[src/rtl/rf_wb_arbiter_pkg.sv]
// Shared constants for the register-file write-back arbiter slice.
package rf_wb_arbiter_pkg;

  localparam int unsigned XLEN_DEF = 32;
  localparam int unsigned AW_DEF   = 5;

  localparam int unsigned WB_ALU = 0;
  localparam int unsigned WB_LSU = 1;
  localparam int unsigned WB_MDU = 2;

  function automatic int unsigned gid_width(input int unsigned n);
    return (n < 2) ? 1 : $clog2(n);
  endfunction

endpackage

[src/rtl/rf_wb_arbiter_rr_arbiter.sv]
// Generic round-robin selector: one-hot grant searching from ptr upward, ptr moves past the winner.
module rr_arbiter
  import rf_wb_arbiter_pkg::*;
#(
  parameter int unsigned NUM_REQ = 3
) (
  input  logic               clk,
  input  logic               rst,
  input  logic [NUM_REQ-1:0] req,
  input  logic               adv,
  output logic [NUM_REQ-1:0] gnt
);

  localparam int unsigned PW = gid_width(NUM_REQ);

  logic [PW-1:0] ptr_q, ptr_d;
  int unsigned   idx;
  logic          found;

  always_comb begin
    gnt   = '0;
    found = 1'b0;
    idx   = 0;
    for (int unsigned off = 0; off < NUM_REQ; off++) begin
      idx = (32'(ptr_q) + off) % NUM_REQ;
      if (req[idx] && !found) begin
        gnt[idx] = 1'b1;
        found    = 1'b1;
      end
    end
  end

  always_comb begin
    ptr_d = ptr_q;
    if (adv) begin
      for (int unsigned i = 0; i < NUM_REQ; i++) begin
        if (gnt[i]) ptr_d = PW'((i + 1) % NUM_REQ);
      end
    end
  end

  always_ff @(posedge clk) begin
    if (rst) ptr_q <= '0;
    else     ptr_q <= ptr_d;
  end

endmodule

[src/rtl/rf_wb_arbiter.sv]
// Shares the register-file write port between NUM_REQ write-back requesters, round-robin.
module rf_wb_arbiter
  import rf_wb_arbiter_pkg::*;
#(
  parameter int unsigned NUM_REQ = 3,
  parameter int unsigned XLEN    = XLEN_DEF,
  parameter int unsigned AW      = AW_DEF
) (
  input  logic                            clk,
  input  logic                            rst,
  input  logic                            stall,
  input  logic [NUM_REQ-1:0]              req_valid,
  output logic [NUM_REQ-1:0]              req_ready,
  input  logic [NUM_REQ*AW-1:0]           req_rd,
  input  logic [NUM_REQ*XLEN-1:0]         req_wd,
  output logic                            rf_we,
  output logic [AW-1:0]                   rf_rd,
  output logic [XLEN-1:0]                 rf_wd,
  output logic [gid_width(NUM_REQ)-1:0]   grant_id
);

  localparam int unsigned GW = gid_width(NUM_REQ);

  logic [NUM_REQ-1:0] req_elig, gnt;
  logic               xfer;
  logic [GW-1:0]      sel;
  logic [AW-1:0]      sel_rd;
  logic [XLEN-1:0]    sel_wd;

  logic               rf_we_q, rf_we_d;
  logic [AW-1:0]      rf_rd_q, rf_rd_d;
  logic [XLEN-1:0]    rf_wd_q, rf_wd_d;
  logic [GW-1:0]      gid_q, gid_d;

  // Masking requests (rather than the grant) keeps the pointer frozen during reset and stall.
  assign req_elig = (rst || stall) ? '0 : req_valid;

  rr_arbiter #(.NUM_REQ(NUM_REQ)) u_rr (
    .clk (clk),
    .rst (rst),
    .req (req_elig),
    .adv (xfer),
    .gnt (gnt)
  );

  assign req_ready = gnt;
  assign xfer      = |gnt;

  always_comb begin
    sel    = '0;
    sel_rd = '0;
    sel_wd = '0;
    for (int unsigned i = 0; i < NUM_REQ; i++) begin
      if (gnt[i]) begin
        sel    = GW'(i);
        sel_rd = req_rd[i*AW +: AW];
        sel_wd = req_wd[i*XLEN +: XLEN];
      end
    end
  end

  always_comb begin
    rf_we_d = 1'b0;
    rf_rd_d = rf_rd_q;
    rf_wd_d = rf_wd_q;
    gid_d   = gid_q;
    if (xfer) begin
      rf_we_d = (sel_rd != '0);
      rf_rd_d = sel_rd;
      rf_wd_d = sel_wd;
      gid_d   = sel;
    end
  end

  always_ff @(posedge clk) begin
    if (rst) begin
      rf_we_q <= 1'b0;
      rf_rd_q <= '0;
      rf_wd_q <= '0;
      gid_q   <= '0;
    end else begin
      rf_we_q <= rf_we_d;
      rf_rd_q <= rf_rd_d;
      rf_wd_q <= rf_wd_d;
      gid_q   <= gid_d;
    end
  end

  assign rf_we    = rf_we_q;
  assign rf_rd    = rf_rd_q;
  assign rf_wd    = rf_wd_q;
  assign grant_id = gid_q;

endmodule

[config.mk]
export PLATFORM = sky130hd
export DESIGN_NAME = rf_wb_arbiter
export DESIGN_NICKNAME = d
export VERILOG_FILES = /design/src/rtl/rf_wb_arbiter_pkg.sv /design/src/rtl/rf_wb_arbiter_rr_arbiter.sv /design/src/rtl/rf_wb_arbiter.sv
export SDC_FILE = /design/constraint.sdc
export NUM_CORES = 1
export LEC_CHECK = 0
export ABC_CLOCK_PERIOD_IN_PS = 3700
export CAP_MARGIN = 25
export CORE_UTILIZATION = 35
export CTS_CLUSTER_DIAMETER = 50
export CTS_CLUSTER_SIZE = 20
export DETAILED_ROUTE_END_ITERATION = 16
export DONT_BUFFER_PORTS = 1
export SLEW_MARGIN = 20
export SYNTH_ARGS = -nofsm -noshare
export SYNTH_HDL_FRONTEND = slang
export SYNTH_SLANG_ARGS = --single-unit
[constraint.sdc]
create_clock -name clk -period 3.7 [get_ports clk]
set_clock_uncertainty 0.15 [all_clocks]
set_input_delay 0.74 -clock clk [delete_from_list [all_inputs] [get_ports clk]]
set_output_delay 0.74 -clock clk [all_outputs]
set_load 0.03 [all_outputs]
# Word level (Yosys, flattened, before mapping)
# Index checks and enable logic that the tools add are counted.
# totals
ff_bits	42
output_inout_bits	43
input_bits	117
word_cells	61
# op_classes
mux	29
n_reduce_logical	13
div	3
n_lt_le_gt_ge	6
add_sub_neg	2
bitwise_logic	3
# op_table
op	n
$ge 32x1->1 const B	3
$lt 32x3->1 const B	3
$mux 32	3
$mod 32x2->32 const B	2
$mod 2x2->32 const B	1
$mux 5	3
$mux 3	4
$mux 1	9
$mux 2	4
$bmux 1 s2	3
$demux 1 s2	3
$or 3x3->3	2
$logic_and 1x1->1	5
$reduce_bool 5->1	1
$add 2x1->3 const B	1
$add 2x2->3 const B	1
$reduce_bool 3->1	1
$reduce_or 3->1	1
$logic_not 1->1	2
$reduce_and 2->1	1
$reduce_or 2->1	1
$logic_or 1x1->1	1
$not 1->1	1

# Longest topological paths before layout
# Gate-level depths: netlist of run 1.
# logic_depth
ltp_word	15
depth_mapped	13
depth_no_buf	10

# Hierarchy
# Synthesis of run 1 repeated with hierarchy kept, for this count alone.
# hier_totals
hier_cells	286
hier_area_um2	2444.8
# by_module_without_submodules
module	cells_per_inst	area_per_inst_um2	seq_area_each_um2	instances
rf_wb_arbiter	232	2016.9	800.8	1
rr_arbiter	54	427.9	40.0	1

# Worst setup path after synthesis of run 1
# No wires, ideal clock.
# synth_timing
kind	reg2out
startpoint	reg u_rr.ptr_q[1]
endpoint	out req_ready[2]
path_buffers	4
stages_incl_launch_ff	12
path_slack_ps	503
required_time_ps	2810
arrival_time_ps	2307
cell_sequence	dfxtp_1 > inv_1 > ha_1 > buf_2 > nand2b_1 > mux2i_1 > a22oi_1 > or2_1 > inv_1 > clkbuf_1 > buf_1 > buf_4
# synth_via
elab_chain_cells	10
word_cells_on_any_way	37
classes_between	2 x add/sub; 3 x div; 6 x order compare; 17 x mux; 2 x bitwise; 7 x reduce/logical
# synth_rtl
element	line	text
start: declaration	rf_wb_arbiter_rr_arbiter.sv:16	logic [PW-1:0] ptr_q, ptr_d;
start signal: assignment	rf_wb_arbiter_rr_arbiter.sv:44	else ptr_q <= ptr_d;
$add 2x1->3 / $mod 2x2->32 (equally long branches)	rf_wb_arbiter_rr_arbiter.sv:25	idx = (32'(ptr_q) + off) % NUM_REQ;
$mod 32x2->32, or another cell as far along	rf_wb_arbiter_rr_arbiter.sv:25	
$ge 32x1->1 (implied by the code), or another cell as far along	rf_wb_arbiter_rr_arbiter.sv:27	gnt[idx] = 1'b1;
$logic_and 1x1->1 (implied by the code), or another cell as far along	rf_wb_arbiter_rr_arbiter.sv:27	
$mux 1 (implied by the code), or another cell as far along	rf_wb_arbiter_rr_arbiter.sv:27	
$demux 1 s2, or another cell as far along	--	
$or 3x3->3 (no source line) / $mux 1 (equally long branches)	--	
$mux 3 / $logic_not 1->1 (equally long branches)	rf_wb_arbiter_rr_arbiter.sv:26	if (req[idx] && !found) begin
$or 3x3->3 (no source line) / $logic_and 1x1->1 (equally long branches)	--	
$mux 3 *	rf_wb_arbiter_rr_arbiter.sv:26	
end: declaration	rf_wb_arbiter.sv:13	output logic [NUM_REQ-1:0] req_ready,
# Mark *: on every way between the ends. The rest lies on a longest branch, timed or not. The select of a mux whose other input is x is not followed.

# Final worst setup path of run 1
# layout_timing
startpoint	reg u_rr.ptr_q[1]
endpoint	out req_ready[1]
# Same word-level chain as after synthesis.

==> results of run 1 <==
[registers in the layout, summed over array words and instances, names as in the netlist]
register and cells:
rf_rd 5, rf_we 1, grant_id 1, u_rr.ptr_q 2, rf_wd 32
[metrics by stage]
| step | area, um2 | util, % | hold slack (ns) | setup slack [ns] |
|---|---|---|---|---|
| after detailed placement | 2530 | 36.7 | 0.416 | 0.564 |
| after global routing | 2630 | 38.1 | 0.341 | 0.173 |
| final | 2630 | 38.1 | 0.362 | 0.299 |
| after global placement | 2530 | 36.7 | 0.404 | 0.584 |
| after CTS | 2630 | 38.1 | 0.344 | 0.281 |
| after floorplan | 2530 | - | 0.367 | 0.503 |
[cells by family (layout without fill, tap and decap cells)]
| kind of cell | count (synthesis) | count (layout) | synth area share [%] |
|---|---|---|---|
| simple gates | 129 | 129 | 25.0 |
| compound gates | 94 | 94 | 31.0 |
| flops | 41 | 41 | 32.4 |
| buf+inv | 40 | 24 | 8.40 |
| fa+ha+maj | 4 | 4 | 1.98 |
| mux | 3 | 3 | 1.19 |
[power by group through the flow]
stage               Clock, mW  Sequential [mW]  Combinational, mW
global route            0.349            0.701              0.307
CTS                     0.330            0.695              0.277
floorplan                   0            0.689              0.246
detailed placement          0            0.706              0.276
finish                  0.313            0.695              0.273
global placement            0            0.703              0.267
[Yosys cell counts (all sizes together), types with 2 or more instances]
library cell	count	area share, %
o221ai	13	4.5
nand2	21	3.1
a2111oi	21	12
or3	22	5.4
ha	4	2.0
and3	3	0.74
a32o	2	0.79
o21ai	32	6.3
nor2	45	6.7
buf	17	4.5
clkbuf	13	1.9
nand3	15	3.0
a21o	3	0.89
o211ai	2	0.59
a21oi	8	1.6
o22ai	4	1.2
dfxtp	41	32
mux2i	3	1.2
a22oi	4	1.2
o31a	2	0.69
nand4	2	0.49
nor3	3	0.79
inv	9	1.3
nand2b	14	3.5
[final timing paths]
path | from | end | slack [ns] | cells past startpoint
max reg2reg | u_rr.ptr_q[1] | rf_wd[12] | 0.60 | 9
min reg2reg | u_rr.ptr_q[0] | u_rr.ptr_q[0] | 0.41 | 2
min | rst | rf_wd[3] | 0.36 | 1
max | u_rr.ptr_q[1] | req_ready[1] | 0.30 | 6
[per-layer routing]
layer | GRT usage [%] | vias to the layer above | wire, um
met4 | 5.00 | 0 | 71
met5 | 0 | - | 0
met3 | 5.12 | 8 | 555
li1 | - | 1096 | -
met1 | 20.7 | 1066 | 2970
met2 | 31.1 | 112 | 3460
[layout make-up]
class	count	share of cell area (%)
Clock buffer	6	3.14
Clock inverter	2	0.523
Inverter	10	1.90
Multi-Input combinational cell	230	56.9
Sequential cell	41	31.2
Tap cell	96	4.57
Timing Repair Buffer	6	1.71
[critical path, stage by stage (launching register included)]
cell and delay, ns:
dfxtp_1 0.33, inv_1 0.06, ha_1 0.42, o31a_1 0.34
or4_4 0.52, and2_4 0.33, clkinv_8 0.22
==> impl_metrics.json, run 1 <==
{
  "ctsRootBufferMaster": "clkbuf_8",
  "drt-pass1-iter-count": 4,
  "path_max_fanout": 51,
  "clock-sinks": 41,
  "ir_worst_vdd_uv": 196,
  "drt_iter0_drc": 66,
  "final.fill_count": 765,
  "synth_ff_type": "dfxtp_1",
  "num_rows": 30,
  "powerDensity_nw_per_um2": 487,
  "cts_buffers": 5,
  "overflow": 0,
  "switchingPower_uw": 500,
  "grt_setup_unrepaired": "false",
  "status": "finished, final reports clean",
  "seqCellArea_um2": 821,
  "viasPerCell": 5.84,
  "ys_ff_latch": 41,
  "dieArea_um2": 7580,
  "dr_total_vias": 2282,
  "clk_latency_ns": 0.28,
  "drv_slew": 0,
  "synth_cell_type_count": 41,
  "synth_edf_count": 0,
  "ant_nets": 0,
  "p_clk_share_pct": 24.4,
  "ctsResizeCount": 0,
  "worst_ep_required_time_ns": 2.81,
  "hold_path.class": "in -> reg",
  "p_sw_share_pct": 39.0,
  "coreArea_um2": 6910,
  "leakage_nw": 0.943,
  "syn_area_um2": 2530,
  "relSlewSlack_pct": 59.1,
  "min_period_ns": 3.40,
  "portBuffers": 0,
  "grt_first_pass_wirelength_um": 10400,
  "final_common_cell": "nor2_1",
  "diodes": 0,
  "die_height_um": 87.0,
  "gp_congestion": 0.910,
  "period_share_pct": 91.9,
  "final_net_count": 415,
  "antenna_found_initial": 0,
  "final_cell_mix": "nor2_1, dfxtp_1, o21ai_1",
  "drc": 0,
  "hold_violations": 0,
  "start_util_pct": 36.6,
  "max_freq_ghz": 0.294,
  "crit_type": "reg -> out",
  "boundaryPins": 160,
  "p_int_uw": 782,
  "clk_pin_slew_worst_paths_ns": 0.08,
  "placedCellCount": 383,
  "grt_pass1_vias": 2116,
  "crit_arrival_ns": 2.51,
  "hpwl_um": 4960,
  "synthesis.nets": 432,
  "ys_seq_area_share_pct": 32.4,
  "instances_no_fill": 391,
  "cts_tree": "done",
  "ys.warnings.count": 0,
  "setup_violations": 0,
  "htree_levels": 2,
  "multi_input_area_um2": 1500,
  "wl_per_cell_um": 18.0,
  "power_mw": 1.28,
  "drive_above_1_share_pct": 13.9,
  "ctsHoldBuffers": 0,
  "routed_wirelength_um": 7060,
  "pwr-share-seq_pct": 54.3,
  "startpoint_type": "flop",
  "cts_buffer_depth": 2,
  "dieWidth_um": 87.0,
  "tns_ns": 0,
  "synthArstFlopShare_pct": 0,
  "cts_setup_buffers": 0,
  "grt_start_max_net_pins": 52,
  "netlist_instances": 311,
  "max_cap_viol_count": 0,
  "grtUsageTotal_pct": 17.6,
  "critPathCaptureType": "output pin",
  "worstMarginPinSlew_ns": 0.614,
  "syn_avg_cell_area_um2": 8.14,
  "area_growth_pct": 3.90,
  "combPwrFrac_pct": 21.3
}
(Power assumes the default switching activity.)
==> run 2: changes to the inputs <==
--- a/config.mk
+++ b/config.mk
@@ -7,11 +7,12 @@
 export LEC_CHECK = 0
 export ABC_CLOCK_PERIOD_IN_PS = 3700
 export CAP_MARGIN = 25
-export CORE_UTILIZATION = 35
+export CORE_UTILIZATION = 63
 export CTS_CLUSTER_DIAMETER = 50
 export CTS_CLUSTER_SIZE = 20
 export DETAILED_ROUTE_END_ITERATION = 16
 export DONT_BUFFER_PORTS = 1
+export PLACE_DENSITY = 0.79
 export SLEW_MARGIN = 20
 export SYNTH_ARGS = -nofsm -noshare
 export SYNTH_HDL_FRONTEND = slang
==> run 2 against run 1 <==
- wire length down 10%
- hold slack improved by 0.0041 ns
- highest routed layer unchanged
- flip-flop and latch count is the same
- final area shrank 1.8%
- global-route usage is 11 points higher
- largest power group unchanged
- critical endpoint unchanged
- non-clock buffer count shrank 1
==> impl_metrics.json, run 2 (synthesis results as in run 1) <==
{
  "ctsHoldBuffers": 0,
  "powerDensity_nw_per_um2": 515,
  "max_freq_ghz": 0.296,
  "grt_setup_unrepaired": "false",
  "crit_arrival_ns": 2.49,
  "grtUsageTotal_pct": 28.7,
  "gp_congestion": 0.926,
  "tns_ns": 0,
  "seqCellArea_um2": 821,
  "grt_pass1_vias": 2151,
  "drt_iter0_drc": 159,
  "ctsRootBufferMaster": "clkbuf_8",
  "start_util_pct": 67.6,
  "coreArea_um2": 3740,
  "status": "finished, final reports clean",
  "max_cap_viol_count": 0,
  "hold_path.class": "in -> reg",
  "htree_levels": 2,
  "startpoint_type": "flop",
  "clk_pin_slew_worst_paths_ns": 0.08,
  "clk_latency_ns": 0.27,
  "setup_violations": 0,
  "cts_tree": "done",
  "path_max_fanout": 51,
  "overflow": 0,
  "wl_per_cell_um": 18.5,
  "portBuffers": 0,
  "leakage_nw": 0.945,
  "routed_wirelength_um": 6330,
  "relSlewSlack_pct": 53.4,
  "rrSetupSlack_ns": 0.61,
  "area_growth_pct": 2.03,
  "viasPerCell": 6.70,
  "grt_start_max_net_pins": 52,
  "fin_util_pct": 69.0,
  "final.fill_count": 340,
  "final_cell_mix": "nor2_1, dfxtp_1, o21ai_1",
  "min_period_ns": 3.38,
  "holdPathStages": 1,
  "crit_type": "reg -> out",
  "drc": 0,
  "hpwl_um": 4510,
  "worstRegToRegCells": 9,
  "cts_buffer_depth": 2,
  "power_mw": 1.33,
  "diodes": 0,
  "dieArea_um2": 4280,
  "cp-startpoint": "u_rr.ptr_q[1]",
  "ctsResizeCount": 0,
  "die_height_um": 65.4,
  "crit_end": "req_ready[1]",
  "antenna_found_initial": 0,
  "multi_input_area_um2": 1500,
  "grt_first_pass_wirelength_um": 9610,
  "ant_nets": 0,
  "r2r_start": "u_rr.ptr_q[1]",
  "drt-pass1-iter-count": 4,
  "worstMarginPinSlew_ns": 0.698,
  "final_net_count": 414,
  "worst_ep_required_time_ns": 2.81,
  "dr_total_vias": 2290,
  "dieWidth_um": 65.4,
  "clock-sinks": 41,
  "final_common_cell": "nor2_1",
  "cts_buffers": 5,
  "num_rows": 22,
  "r2r-end": "rf_wd[12]",
  "hold_violations": 0,
  "largest_reg_flops": 32,
  "hold_slack_ns": 0.366,
  "period_share_pct": 91.3,
  "boundaryPins": 160,
  "critPathCaptureType": "output pin",
  "drv_slew": 0,
  "cts_setup_buffers": 0,
  "drive_above_1_share_pct": 13.3,
  "ir_worst_vdd_uv": 367
}
## run 2: changes by cell type in the layout (fill, tap and decap cells not counted), sizes merged
cell	previous run	this run
clkbuf	6	7
clkinv	3	1
buf	6	5
bufinv	0	1
## run 2: through the flow
stage / cell area (um2) / setup slack [ns] / cells
floorplan: 2530 / 0.503 / 311
global placement: 2470 / 0.678 / 334
detailed placement: 2470 / 0.617 / 334
CTS: 2580 / 0.321 / 342
global route: 2580 / 0.201 / 342
finish: 2580 / 0.322 / 342
## run 2: worst min-delay path by stage
stage               endpoint  slack, ns     startpoint
6_report            rf_wd[6]       0.37            rst
5_1_grt            rf_wd[28]       0.34            rst
4_1_cts            rf_wd[31]       0.36            rst
3_5_place_dp   u_rr.ptr_q[0]       0.39  u_rr.ptr_q[0]
3_3_place_gp   u_rr.ptr_q[0]       0.39  u_rr.ptr_q[0]
2_1_floorplan  u_rr.ptr_q[0]       0.37  u_rr.ptr_q[0]
## run 2: worst max-delay path, cell delays in order (launching register included)
cell and delay [ns]:
dfxtp_1 0.33, inv_1 0.06, ha_1 0.42, o31a_1 0.34, or4_4 0.52, and2_4 0.31
clkinv_8 0.20
## run 2: layout make-up
class / instances / area share (%)
well taps: 48 / 2.33
clock inverters: 1 / 1.16
multi-input cells: 230 / 58.0
repair buffers: 5 / 1.45
inverters: 10 / 1.94
clock buffers: 7 / 3.34
flip-flops and latches: 41 / 31.8
## run 2: power breakdown
part | switching (mW) | leakage (nW) | total (mW) | internal (mW)
logic | 0.150 | 0.548 | 0.269 | 0.118
clock network | 0.149 | 0.0585 | 0.369 | 0.220
registers | 0.182 | 0.339 | 0.693 | 0.512
total | 0.481 | 0.945 | 1.33 | 0.850
## run 2: layer usage
metal | track usage (%) | vias up | part of all wire, %
met2 | 49.9 | 111 | 49
li1 | - | 1107 | -
met3 | 11.5 | 10 | 10
met5 | 0 | - | 0
met4 | 10.3 | 0 | 1.4
met1 | 31.3 | 1062 | 39
==> run 3: changes to the inputs <==
--- a/config.mk
+++ b/config.mk
@@ -5,7 +5,7 @@
 export SDC_FILE = /design/constraint.sdc
 export NUM_CORES = 1
 export LEC_CHECK = 0
-export ABC_CLOCK_PERIOD_IN_PS = 3700
+export ABC_CLOCK_PERIOD_IN_PS = 3500
 export CAP_MARGIN = 25
 export CORE_UTILIZATION = 63
 export CTS_CLUSTER_DIAMETER = 50
==> constraint.sdc (replaced) <==
create_clock -name clk -period 3.5 [get_ports clk]
set_clock_uncertainty 0.15 [all_clocks]
set_input_delay 0.7 -clock clk [delete_from_list [all_inputs] [get_ports clk]]
set_output_delay 0.7 -clock clk [all_outputs]
set_load 0.03 [all_outputs]
==> run 3 against run 2 <==
- total power increased by 6.3%
- first-iteration DRC count increased by 18%
- count of clock-buffer cells in the layout unchanged
- flip-flop and latch count unchanged
- sequential share of layout area decreased by 0.27 points
- combinational power increased by 7.8%
- global-route usage increased by 0.090 points
- final area increased by 0.87%
- non-clock buffer count increased by 3
- wire length increased by 2.0%
- critical path depth unchanged
- setup slack got worse by 0.17 ns
==> impl_metrics.json, run 3 (synthesis results as in run 1) <==
{
  "power_mw": 1.41,
  "diodes": 0,
  "start_util_pct": 67.6,
  "dieWidth_um": 65.4,
  "cts_setup_buffers": 0,
  "drv_slew": 0,
  "cts_buffer_depth": 2,
  "powerDensity_nw_per_um2": 543,
  "clock-sinks": 41,
  "boundaryPins": 160,
  "period_share_pct": 95.8,
  "worst_ep_required_time_ns": 2.65,
  "hpwl_um": 4710,
  "clk_pin_slew_worst_paths_ns": 0.08,
  "area_growth_pct": 2.92,
  "drt_iter0_drc": 188,
  "ctsResizeCount": 0,
  "hold_violations": 0,
  "htree_levels": 2,
  "crit_type": "reg -> out",
  "dr_total_vias": 2305,
  "leakage_nw": 0.959,
  "coreArea_um2": 3740,
  "ir_worst_vdd_uv": 370,
  "min_period_ns": 3.35,
  "ant_nets": 0,
  "antenna_found_initial": 0,
  "max_freq_ghz": 0.298,
  "critPathCaptureType": "output pin",
  "clk_latency_ns": 0.28,
  "relSlewSlack_pct": 62.6,
  "final_cell_mix": "nor2_1, dfxtp_1, o21ai_1",
  "cp_top_family": "simple AND/OR/NAND/NOR gates",
  "cts_buffers": 5,
  "wl_per_cell_um": 18.7,
  "path_max_fanout": 51,
  "setup_slack_ns": 0.148,
  "viasPerCell": 6.68,
  "ctsRootBufferMaster": "clkbuf_8",
  "die_height_um": 65.4,
  "critPathBufInv": 2,
  "ctsHoldBuffers": 0,
  "setup_violations": 0,
  "gp_congestion": 0.873,
  "grt_pass1_vias": 2048,
  "final.fill_count": 324,
  "crit_arrival_ns": 2.50,
  "dieArea_um2": 4280,
  "final_net_count": 417,
  "portBuffers": 0,
  "startpoint_type": "flop",
  "tns_ns": 0,
  "crit_slowest_cell": "or4_4",
  "dp_slack_ns": 0.387,
  "num_rows": 22,
  "status": "finished, final reports clean",
  "grt_first_pass_wirelength_um": 9430,
  "cts_tree": "done",
  "overflow": 0,
  "drt-pass1-iter-count": 4,
  "grt_start_max_net_pins": 52,
  "cp_slowest_stage_delay_ns": 0.52,
  "grtUsageTotal_pct": 28.8,
  "max_cap_viol_count": 0,
  "grt_setup_unrepaired": "false",
  "worstMarginPinSlew_ns": 0.561,
  "drc": 0,
  "path_cells": "inv_1 -> ha_1 -> o31a_1 -> or4_4 -> and2_4 -> clkinv_8",
  "hold_path.class": "in -> reg",
  "final_common_cell": "nor2_1",
  "routed_wirelength_um": 6460,
  "largest_reg_flops": 32,
  "drive_above_1_share_pct": 14.1
}
==> run 3: cell count changes in the layout (fill, tap and decap cells not counted), sizes merged <==
cell	before	now
buf	5	8
==> run 3: layout make-up <==
type / instances / area (um2) / share of cell area, %
tap: 48 / 60.1 / 2.31
clock inverter: 1 / 30.0 / 1.15
timing repair buffer: 8 / 60.1 / 2.31
inverter: 10 / 50.0 / 1.92
multi-input combinational: 230 / 1500 / 57.5
sequential: 41 / 821 / 31.5
clock buffer: 7 / 86.3 / 3.31
==> run 3: path summary, 6_finish.rpt <==
kind                               startpoint             to  slack (ns)  depth (start not counted)
worst max register to register  u_rr.ptr_q[1]      rf_wd[15]        0.37                          9
worst min register to register  u_rr.ptr_q[0]  u_rr.ptr_q[0]        0.40                          2
worst min-delay path                      rst      rf_wd[31]        0.33                          1
worst max-delay path            u_rr.ptr_q[1]   req_ready[1]        0.15                          6
==> run 3: power breakdown <==
part,internal [mW],total [mW],switching [mW]
clock network,0.233,0.392,0.159
logic,0.127,0.290,0.162
registers,0.541,0.734,0.193
total,0.901,1.41,0.514
==> run 3: stage by stage <==
stage          cells  cell area, um2  hold WS, ns  util (%)
2_1_floorplan    311            2530        0.367         -
3_3_place_gp     337            2490        0.382      66.5
3_5_place_dp     337            2490        0.397      66.5
4_1_cts          345            2610        0.314      69.6
5_1_grt          345            2610        0.311      69.6
6_report         345            2610        0.326      69.6
==> run 3: metal layers <==
layer	wire length, um	GRT usage [%]	up-vias
met3	566	10.4	6
met4	68	6.52	0
met2	3360	52.7	105
met5	0	0	-
met1	2470	31.4	1082
li1	-	-	1112
